--- config.mk ---
export PLATFORM = sky130hd
export DESIGN_NAME = tcp_client
export DESIGN_NICKNAME = d
export VERILOG_FILES = /design/src/rtl/tcp_client_pkg.sv /design/src/rtl/tcp_client_timer.sv /design/src/rtl/tcp_client.sv
export SDC_FILE = /design/constraint.sdc
export NUM_CORES = 1
export LEC_CHECK = 0
export ABC_AREA = 1
export BUFFER_PORTS_ARGS = -buffer_cell sky130_fd_sc_hd__buf_4
export CAP_MARGIN = 20
export CELL_PAD_IN_SITES_DETAIL_PLACEMENT = 2
export CELL_PAD_IN_SITES_GLOBAL_PLACEMENT = 2
export CORE_ASPECT_RATIO = 0.8
export CORE_MARGIN = 2
export CORE_UTILIZATION = 34
export DETAILED_ROUTE_END_ITERATION = 10
export PLACE_DENSITY_LB_ADDON = 0.1
export SLEW_MARGIN = 40
export SYNTH_ARGS = -nofsm -noshare
export SYNTH_HDL_FRONTEND = slang
export SYNTH_SLANG_ARGS = --single-unit
--- constraint.sdc ---
create_clock -name clk -period 4.5 [get_ports clk]
set_clock_uncertainty 0.1 [all_clocks]
set_input_delay 0.225 -clock clk [delete_from_list [all_inputs] [get_ports clk]]
set_output_delay 0.225 -clock clk [all_outputs]
set_load 0.005 [all_outputs]
--- src/rtl/tcp_client_pkg.sv ---
// Shared types for the active-open TCP client: FSM state encoding, header flag
// combinations and the transmit-slot segment payload.
package tcp_client_operations;

    localparam int unsigned SEQ_W  = 32;
    localparam int unsigned PORT_W = 16;

    typedef enum logic [2:0] {
        ST_CLOSED      = 3'd0,
        ST_SYN_SENT    = 3'd1,
        ST_ESTABLISHED = 3'd2,
        ST_FIN_WAIT_1  = 3'd3,
        ST_FIN_WAIT_2  = 3'd4,
        ST_TIME_WAIT   = 3'd5,
        ST_CLOSE_WAIT  = 3'd6,
        ST_LAST_ACK    = 3'd7
    } tcp_client_state_t;

    typedef struct packed {
        logic syn;
        logic ack;
        logic fin;
        logic rst;
    } tcp_flags_t;

    localparam tcp_flags_t FLAGS_SYN     = 4'b1000;
    localparam tcp_flags_t FLAGS_ACK     = 4'b0100;
    localparam tcp_flags_t FLAGS_FIN_ACK = 4'b0110;
    localparam tcp_flags_t FLAGS_RST     = 4'b0001;

    typedef struct packed {
        tcp_flags_t          flags;
        logic [SEQ_W-1:0]    seq;
        logic [SEQ_W-1:0]    ack;
        logic [PORT_W-1:0]   src_port;
        logic [PORT_W-1:0]   dst_port;
    } tcp_seg_t;

endpackage

--- src/rtl/tcp_client_timer.sv ---
// Down-counter shared by retransmission and TIME_WAIT; expiry lands value_i
// cycles after load and is deferred while hold_i (tx slot busy) is high.
module tcp_client_timer #(
    parameter int unsigned CNT_W = 32
) (
    input  logic             clk,
    input  logic             rst,
    input  logic             load_i,
    input  logic [CNT_W-1:0] value_i,
    input  logic             stop_i,
    input  logic             hold_i,
    output logic             expire_c
);

    logic [CNT_W-1:0] cnt_q, cnt_d;
    logic             run_q, run_d;

    always_comb begin
        cnt_d = cnt_q;
        run_d = run_q;
        if (load_i) begin
            cnt_d = value_i - CNT_W'(1);
            run_d = 1'b1;
        end else if (stop_i) begin
            run_d = 1'b0;
        end else if (run_q) begin
            if (cnt_q != '0)  cnt_d = cnt_q - CNT_W'(1);
            else if (!hold_i) run_d = 1'b0;
        end
    end

    assign expire_c = run_q && (cnt_q == '0) && !hold_i;

    always_ff @(posedge clk or negedge rst) begin
        if (!rst) begin
            cnt_q <= '0;
            run_q <= 1'b0;
        end else begin
            cnt_q <= cnt_d;
            run_q <= run_d;
        end
    end

endmodule

--- src/rtl/tcp_client.sv ---
// Active-open TCP control-segment FSM: handshake, active/passive close, abort
// and retransmission, emitting segments through a one-entry tx slot.
module tcp_client
    import tcp_client_operations::*;
#(
    parameter int unsigned RTO_CYCLES       = 1000,
    parameter int unsigned MAX_RETRIES      = 3,
    parameter int unsigned TIME_WAIT_CYCLES = 2000
) (
    input  logic              clk,
    input  logic              rst,
    input  logic              connect_in,
    input  logic              close_in,
    input  logic              abort_in,
    input  logic [PORT_W-1:0] loc_port_in,
    input  logic [PORT_W-1:0] rem_port_in,
    input  logic [SEQ_W-1:0]  iss_in,
    input  logic              rx_vld_in,
    output logic              rx_rdy_out,
    input  logic              SYN_in,
    input  logic              ACK_in,
    input  logic              FIN_in,
    input  logic              RST_in,
    input  logic [SEQ_W-1:0]  seq_number_in,
    input  logic [SEQ_W-1:0]  ack_number_in,
    input  logic [PORT_W-1:0] src_port_in,
    input  logic [PORT_W-1:0] dst_port_in,
    output logic              tx_vld_out,
    input  logic              tx_rdy_in,
    output logic              SYN_out,
    output logic              ACK_out,
    output logic              FIN_out,
    output logic              RST_out,
    output logic [SEQ_W-1:0]  seq_number_out,
    output logic [SEQ_W-1:0]  ack_number_out,
    output logic [PORT_W-1:0] src_port_out,
    output logic [PORT_W-1:0] dst_port_out,
    output logic [2:0]        state_out,
    output logic              established_out,
    output logic              err_out
);

    localparam int unsigned RETRY_W = 8;

    tcp_client_state_t   state_q, state_d;
    logic [SEQ_W-1:0]    snd_nxt_q, snd_nxt_d, rcv_nxt_q, rcv_nxt_d;
    logic [PORT_W-1:0]   loc_port_q, loc_port_d, rem_port_q, rem_port_d;
    logic [RETRY_W-1:0]  retry_q, retry_d;
    tcp_seg_t            seg_q, seg_d;
    logic                tx_vld_q, tx_vld_d;
    logic                err_q, err_d;
    logic                tmr_load, tmr_stop, tmr_exp, acted, rx_acc;
    logic [SEQ_W-1:0]    tmr_val, seq_inc;

    function automatic tcp_seg_t mk_seg(input tcp_flags_t f, input logic [SEQ_W-1:0] s,
                                        input logic [SEQ_W-1:0] a,
                                        input logic [PORT_W-1:0] sp,
                                        input logic [PORT_W-1:0] dp);
        tcp_seg_t r;
        r.flags    = f;
        r.seq      = s;
        r.ack      = a;
        r.src_port = sp;
        r.dst_port = dp;
        return r;
    endfunction

    assign rx_acc  = rx_vld_in && !tx_vld_q && (dst_port_in == loc_port_q)
                     && (src_port_in == rem_port_q);
    assign seq_inc = seq_number_in + SEQ_W'(1);

    always_comb begin
        state_d    = state_q;
        snd_nxt_d  = snd_nxt_q;
        rcv_nxt_d  = rcv_nxt_q;
        loc_port_d = loc_port_q;
        rem_port_d = rem_port_q;
        retry_d    = retry_q;
        seg_d      = seg_q;
        tx_vld_d   = tx_vld_q;
        err_d      = 1'b0;
        tmr_load   = 1'b0;
        tmr_val    = SEQ_W'(RTO_CYCLES);
        acted      = 1'b0;
        if (tx_vld_q && tx_rdy_in) tx_vld_d = 1'b0;
        if (!tx_vld_q) begin
            if (abort_in && state_q != ST_CLOSED) begin
                seg_d    = mk_seg(FLAGS_RST, snd_nxt_q, '0, loc_port_q, rem_port_q);
                tx_vld_d = 1'b1;
                state_d  = ST_CLOSED;
            end else begin
                // Received segments: each branch that acts claims the cycle.
                if (rx_acc) begin
                    case (state_q)
                        ST_SYN_SENT: if (ACK_in && ack_number_in == snd_nxt_q) begin
                            if (RST_in) begin
                                state_d = ST_CLOSED;
                                err_d   = 1'b1;
                                acted   = 1'b1;
                            end else if (SYN_in) begin
                                rcv_nxt_d = seq_inc;
                                seg_d     = mk_seg(FLAGS_ACK, snd_nxt_q, seq_inc, loc_port_q, rem_port_q);
                                tx_vld_d  = 1'b1;
                                state_d   = ST_ESTABLISHED;
                                acted     = 1'b1;
                            end
                        end
                        ST_ESTABLISHED: if (seq_number_in == rcv_nxt_q) begin
                            if (RST_in) begin
                                state_d = ST_CLOSED;
                                err_d   = 1'b1;
                                acted   = 1'b1;
                            end else if (FIN_in) begin
                                rcv_nxt_d = seq_inc;
                                seg_d     = mk_seg(FLAGS_ACK, snd_nxt_q, seq_inc, loc_port_q, rem_port_q);
                                tx_vld_d  = 1'b1;
                                state_d   = ST_CLOSE_WAIT;
                                acted     = 1'b1;
                            end
                        end
                        ST_FIN_WAIT_1: if (ACK_in && !RST_in && ack_number_in == snd_nxt_q) begin
                            if (!FIN_in) begin
                                state_d = ST_FIN_WAIT_2;
                                acted   = 1'b1;
                            end else if (seq_number_in == rcv_nxt_q) begin
                                rcv_nxt_d = seq_inc;
                                seg_d     = mk_seg(FLAGS_ACK, snd_nxt_q, seq_inc, loc_port_q, rem_port_q);
                                tx_vld_d  = 1'b1;
                                state_d   = ST_TIME_WAIT;
                                tmr_load  = 1'b1;
                                tmr_val   = SEQ_W'(TIME_WAIT_CYCLES);
                                acted     = 1'b1;
                            end
                        end
                        ST_FIN_WAIT_2: if (FIN_in && seq_number_in == rcv_nxt_q) begin
                            rcv_nxt_d = seq_inc;
                            seg_d     = mk_seg(FLAGS_ACK, snd_nxt_q, seq_inc, loc_port_q, rem_port_q);
                            tx_vld_d  = 1'b1;
                            state_d   = ST_TIME_WAIT;
                            tmr_load  = 1'b1;
                            tmr_val   = SEQ_W'(TIME_WAIT_CYCLES);
                            acted     = 1'b1;
                        end
                        ST_TIME_WAIT: if (FIN_in && seq_number_in == rcv_nxt_q - SEQ_W'(1)) begin
                            seg_d    = mk_seg(FLAGS_ACK, snd_nxt_q, rcv_nxt_q, loc_port_q, rem_port_q);
                            tx_vld_d = 1'b1;
                            tmr_load = 1'b1;
                            tmr_val  = SEQ_W'(TIME_WAIT_CYCLES);
                            acted    = 1'b1;
                        end
                        ST_LAST_ACK: if (ACK_in && ack_number_in == snd_nxt_q) begin
                            state_d = ST_CLOSED;
                            acted   = 1'b1;
                        end
                        default: ;
                    endcase
                end
                // Timer expiry: the slot still holds the last SYN/FIN, so a resend just revalidates it.
                if (!acted && tmr_exp) begin
                    acted = 1'b1;
                    case (state_q)
                        ST_SYN_SENT, ST_FIN_WAIT_1, ST_LAST_ACK: begin
                            if (retry_q >= RETRY_W'(MAX_RETRIES)) begin
                                state_d = ST_CLOSED;
                                err_d   = 1'b1;
                            end else begin
                                retry_d  = retry_q + RETRY_W'(1);
                                tx_vld_d = 1'b1;
                                tmr_load = 1'b1;
                            end
                        end
                        ST_TIME_WAIT: state_d = ST_CLOSED;
                        default: ;
                    endcase
                end
                if (!acted) begin
                    if (connect_in && state_q == ST_CLOSED) begin
                        loc_port_d = loc_port_in;
                        rem_port_d = rem_port_in;
                        snd_nxt_d  = iss_in + SEQ_W'(1);
                        rcv_nxt_d  = '0;
                        seg_d      = mk_seg(FLAGS_SYN, iss_in, '0, loc_port_in, rem_port_in);
                        tx_vld_d   = 1'b1;
                        state_d    = ST_SYN_SENT;
                        tmr_load   = 1'b1;
                    end else if (close_in && (state_q == ST_ESTABLISHED || state_q == ST_CLOSE_WAIT)) begin
                        seg_d     = mk_seg(FLAGS_FIN_ACK, snd_nxt_q, rcv_nxt_q, loc_port_q, rem_port_q);
                        snd_nxt_d = snd_nxt_q + SEQ_W'(1);
                        tx_vld_d  = 1'b1;
                        state_d   = (state_q == ST_ESTABLISHED) ? ST_FIN_WAIT_1 : ST_LAST_ACK;
                        tmr_load  = 1'b1;
                    end
                end
            end
        end
        tmr_stop = (state_d != state_q);
        if (state_d != state_q) retry_d = '0;
    end

    tcp_client_timer #(.CNT_W(SEQ_W)) u_timer (
        .clk      (clk),
        .rst      (rst),
        .load_i   (tmr_load),
        .value_i  (tmr_val),
        .stop_i   (tmr_stop),
        .hold_i   (tx_vld_q),
        .expire_c (tmr_exp)
    );

    always_ff @(posedge clk or negedge rst) begin
        if (!rst) begin
            state_q    <= ST_CLOSED;
            snd_nxt_q  <= '0;
            rcv_nxt_q  <= '0;
            loc_port_q <= '0;
            rem_port_q <= '0;
            retry_q    <= '0;
            seg_q      <= '0;
            tx_vld_q   <= 1'b0;
            err_q      <= 1'b0;
        end else begin
            state_q    <= state_d;
            snd_nxt_q  <= snd_nxt_d;
            rcv_nxt_q  <= rcv_nxt_d;
            loc_port_q <= loc_port_d;
            rem_port_q <= rem_port_d;
            retry_q    <= retry_d;
            seg_q      <= seg_d;
            tx_vld_q   <= tx_vld_d;
            err_q      <= err_d;
        end
    end

    assign rx_rdy_out      = !tx_vld_q;
    assign tx_vld_out      = tx_vld_q;
    assign SYN_out         = seg_q.flags.syn;
    assign ACK_out         = seg_q.flags.ack;
    assign FIN_out         = seg_q.flags.fin;
    assign RST_out         = seg_q.flags.rst;
    assign seq_number_out  = seg_q.seq;
    assign ack_number_out  = seg_q.ack;
    assign src_port_out    = seg_q.src_port;
    assign dst_port_out    = seg_q.dst_port;
    assign state_out       = state_q;
    assign established_out = (state_q == ST_ESTABLISHED);
    assign err_out         = err_q;

endmodule
==> run summary <==
The flow ran to the end, and the final reports show no timing, DRC or antenna violations. The netlist area before placement came out at 20480 sq um. After synthesis the netlist holds a flip-flop and latch count of 242.

The setup path with the least slack is of type reg2reg. The buffer levels on the longest clock path is 3. For flop-to-flop paths, the worst setup slack is between 0.3 and 0.4 ns. The number of pins with negative max-slew slack in the final report came out at 0. The number of setup buffers added after CTS came out at 0. The detailed-route wire length came out at ~110000 um. The DRC violations left is 0. The count of nets left with antenna violations after detail routing is 0.

The largest vdd supply drop is about 0.32 mV. For this design the static power due to leakage is between 10 and 15 nW. After detailed routing, no signal wire sits above met5.

The depth of the CTS H-tree is 1. The initial cell density of the core is approximately a third. The hold violation count in the final report is 0.

The clock sink total came out at 242. The overflow left after global routing is 0. The count of flip-flops with a built-in enable after synthesis came out at 0. The total power consumption of the routed design is between 10 and 15 mW. The cell chosen for the clock root is clkbuf_16.

The largest total area in the synthesized netlist belongs to dfrtp_1. The data arrival at the endpoint of the critical path came out at roughly 4.5 ns. The count of maximum capacitance violations is 0.

The final critical-path share of the clock period came out at between 90% and 100%. After synthesis, the cell types taking the most area are dfrtp_1 30%, nand2_1 19%, o21ai_0 6.8%, inv_1 6.7%, nand3_1 6.5%. The clock latency reported for the late side of the worst-skew pair came out at 0.62 ns.

The layout overhead on the synthesized area is 22.14%. STA puts the critical path data required time at just under 5 ns. The global-route wire length before repair is 162600 um.

The startpoint identified for the worst register-to-register timing path is rcv_nxt_q[0]. The average cell area after synthesis came out at roughly 6.3 sq um. The detail-routed net length per standard cell came out at 24.29 um. The die boundary width is about 280 um. The number of distinct standard cells referenced by the synthesized netlist came out at 67.

The worst slew margin relative to its limit came out at 44.25%. The endpoint identified for the worst register-to-register timing path is u_timer.cnt_q[3]. The wire length on met2 came out at around 49000 um.

The die extent in y is ~220 um. The vias after detailed routing came out at roughly 25000. The via count of the first global-routing pass is approximately 27000. The fraction of the yosys area taken by sequential cells is 29.56%. Setup repair after global routing left no endpoint under its margin. The number of nets produced by synthesis came out at ~3500. After clock tree synthesis, the clock-pin slew on the worst setup and hold paths is approximately 0.060 ns. The tightest min-delay check is of the in2reg type. TritonCTS built the clock tree. Wire segments on met3 add up to ~6900 um in the final route.

The maximum operating frequency came out at 240.0 MHz. Cells with a size suffix above 1 make up about 15% of the layout. For this design the top-level I/O count stands at around 280. The launch point of the worst path is rcv_nxt_q[0]. The core region area is slightly below 60000 sq um.

The total global-route track usage is 33.42%. The count of final setup violators came out at 0. Summing all placed instances gives a cell area of about 24000 sq um. The die covers roughly 62000 sq um. The number of input and output port buffers inserted is 277. The detailed router finished its first iteration with approximately 1600 violations.

The placer congestion estimate came out at a little over 0.9. The first-pass detailed-route iteration total is 5. The total negative setup slack came out at 0 ns. The measured slew at the worst slew-check pin came out at roughly 0.84 ns. The total non-filler cell area in the finished layout came out at ~25000 sq um. For the finished layout, the period the worst path requires is approximately 4.2 ns. STA classifies the critical path endpoint as a flip-flop. The cell area power density is between 500 and 600 nW/um^2. For this run, the post-layout net count is between 3000 and 4000. The HPWL after detailed placement is between 70000 and 80000 um. The synthesized instance count came out at ~3300.

The end point of the critical path is u_timer.cnt_q[3]. The area fraction of the dominant cell type after synthesis came out at roughly 30%. The largest net degree at the start of global routing is 87. The number of antenna violations at the first check in global routing was 3. The worst setup path is launched from a flip-flop. Dividing the detail-routed via count by the number of cells gives between 5 and 6. The share of async-settable or async-resettable flops after synthesis is between 90% and 100%. The number of warning messages in the yosys log is 0.

The number of clock buffers added by TritonCTS is 30. The most frequently used flop master after synthesis is dfrtp_1. The sum of routed wire segments on met1 is 47900 um. The maximum fanout along the worst path came out at 25. The standard-cell row count is 80. Counting cells, the worst reg-to-reg path comes to 26.
-- stage by stage --
| stage | instances | setup slack [ns] | hold WS [ns] | util [%] |
|---|---|---|---|---|
| 2_1_floorplan | 3272 | 1.501 | -0.1706 | - |
| 3_3_place_gp | 4260 | 0.3469 | 0.1427 | 39.51 |
| 3_5_place_dp | 4260 | 0.1698 | 0.1361 | 39.51 |
| 4_1_cts | 4353 | 0.1116 | 0.0003489 | 41.94 |
| 5_1_grt | 4354 | 0.05231 | 0.04441 | 41.99 |
| 6_report | 4358 | 0.3339 | 0.02367 | 42.01 |
-- cell usage after synthesis (all sizes together), types with 6 or more instances --
cell type and number:
a22oi 24, nor4 17, o311ai 30, nand4 74, clkbuf 90, or2 14
a21oi 37, nand3b 7, xor2 70, nand3 285, a31oi 6, o21ai 301
o221ai 8, dfrtp 242, nor2 369, inv 383, o22ai 50, ha 7
nand2 1038, xnor2 46, nor3 51, o211ai 38, buf 47
-- sequential cells by signal, indices dropped and copies added (netlist names) --
| name | flops |
|---|---|
| ack_number_out | 32 |
| rcv_nxt_q | 32 |
| seq_number_out | 32 |
| snd_nxt_q | 32 |
| u_timer.cnt_q | 32 |
| dst_port_out | 16 |
| loc_port_q | 16 |
| rem_port_q | 16 |
| src_port_out | 16 |
| retry_q | 8 |
| state_out | 3 |
| ACK_out | 1 |
| FIN_out | 1 |
| RST_out | 1 |
| SYN_out | 1 |
| err_out | 1 |
| tx_vld_out | 1 |
| u_timer.run_q | 1 |
-- logic make-up after synthesis --
family | synth area share, %
adders and majority gates | 0.4276
DFF | 29.56
buffers and inverters | 10.22
xor gates and xnor gates | 4.997
and+or+nand+nor | 39.66
AOI/OAI and AO/OA | 15.14
-- cell usage in the layout, fill, tap and decap left out, drive strengths merged, types with 17 or more instances in the layout --
master | synthesis | routed
clkbuf | 90 | 44
a21oi | 37 | 37
xnor2 | 46 | 46
buf | 47 | 346
xor2 | 70 | 70
nor2 | 369 | 369
nor3 | 51 | 51
nand3 | 285 | 285
nand2 | 1038 | 1038
o311ai | 30 | 30
o21ai | 301 | 302
inv | 383 | 383
nand4 | 74 | 74
o211ai | 38 | 38
dlygate4sd3 | 0 | 38
o22ai | 50 | 50
a22oi | 24 | 24
nor4 | 17 | 17
dfrtp | 242 | 242
-- report_power, final --
group	switching, mW	leakage [nW]	internal, mW	total, mW
clock network	1.10	0.533	1.61	2.71
logic	4.67	8.75	2.16	6.83
registers	0.705	3.17	2.85	3.56
total	6.47	12.5	6.62	13.1
-- metal layers --
layer | vias to the layer above | GRT usage [%]
met5 | - | 0
met1 | 12530 | 46.15
met3 | 134 | 5.413
met4 | 2 | 7.707
met2 | 697 | 54.75
li1 | 11270 | -
-- worst min path at each step --
stage / startpoint / to / slack, ns / cells after the start
floorplan: rst / ACK_out / -0.17 / 0
CTS: iss_in[16] / seq_number_out[16] / 0.0003 / 7
global placement: rst / rcv_nxt_q[6] / 0.14 / 1
finish: iss_in[15] / seq_number_out[15] / 0.02 / 7
detailed placement: rst / rcv_nxt_q[6] / 0.14 / 1
global route: iss_in[2] / seq_number_out[2] / 0.04 / 7
-- critical path, stage by stage (launching register included) --
cell and delay, ns:
dfrtp_1 0.44, inv_2 0.16, ha_2 0.31, nand2_1 0.14, nor2_1 0.13, buf_4 0.18
nand2_1 0.11, nand2_1 0.12, nand2_1 0.06, nor2_1 0.09, nand2_1 0.07, nor2_1 0.15
nand2_1 0.08, nor2_1 0.14, nand3_2 0.22, nand2_1 0.15, nand2_2 0.09, nand3_2 0.20
nand2_4 0.09, inv_4 0.11, nand2_2 0.08, nand2_2 0.07, nand2_2 0.10, nand3_4 0.16
nand2_4 0.24, nand3_1 0.16, nand2_1 0.06
-- area by class of cell --
class,count,area [sq um]
clock buffer,44,903.4
inverter,384,1449
fill,7338,34540
multi-input combinational,2510,12380
antenna,4,10.01
tap,779,974.7
clock inverter,11,166.4
sequential,242,6060
timing repair buffer,384,3072
-- what timing repair did --
| item | 4_1_cts | 5_1_grt |
|---|---|---|
| hold buffers | 38 | 0 |
| endpoints found under the setup margin | 0 | 85 |
| hold endpoints to repair | 136 | 0 |
| gates resized for setup | 0 | 5 |
No activity file was read; power rests on OpenSTA's default activity.
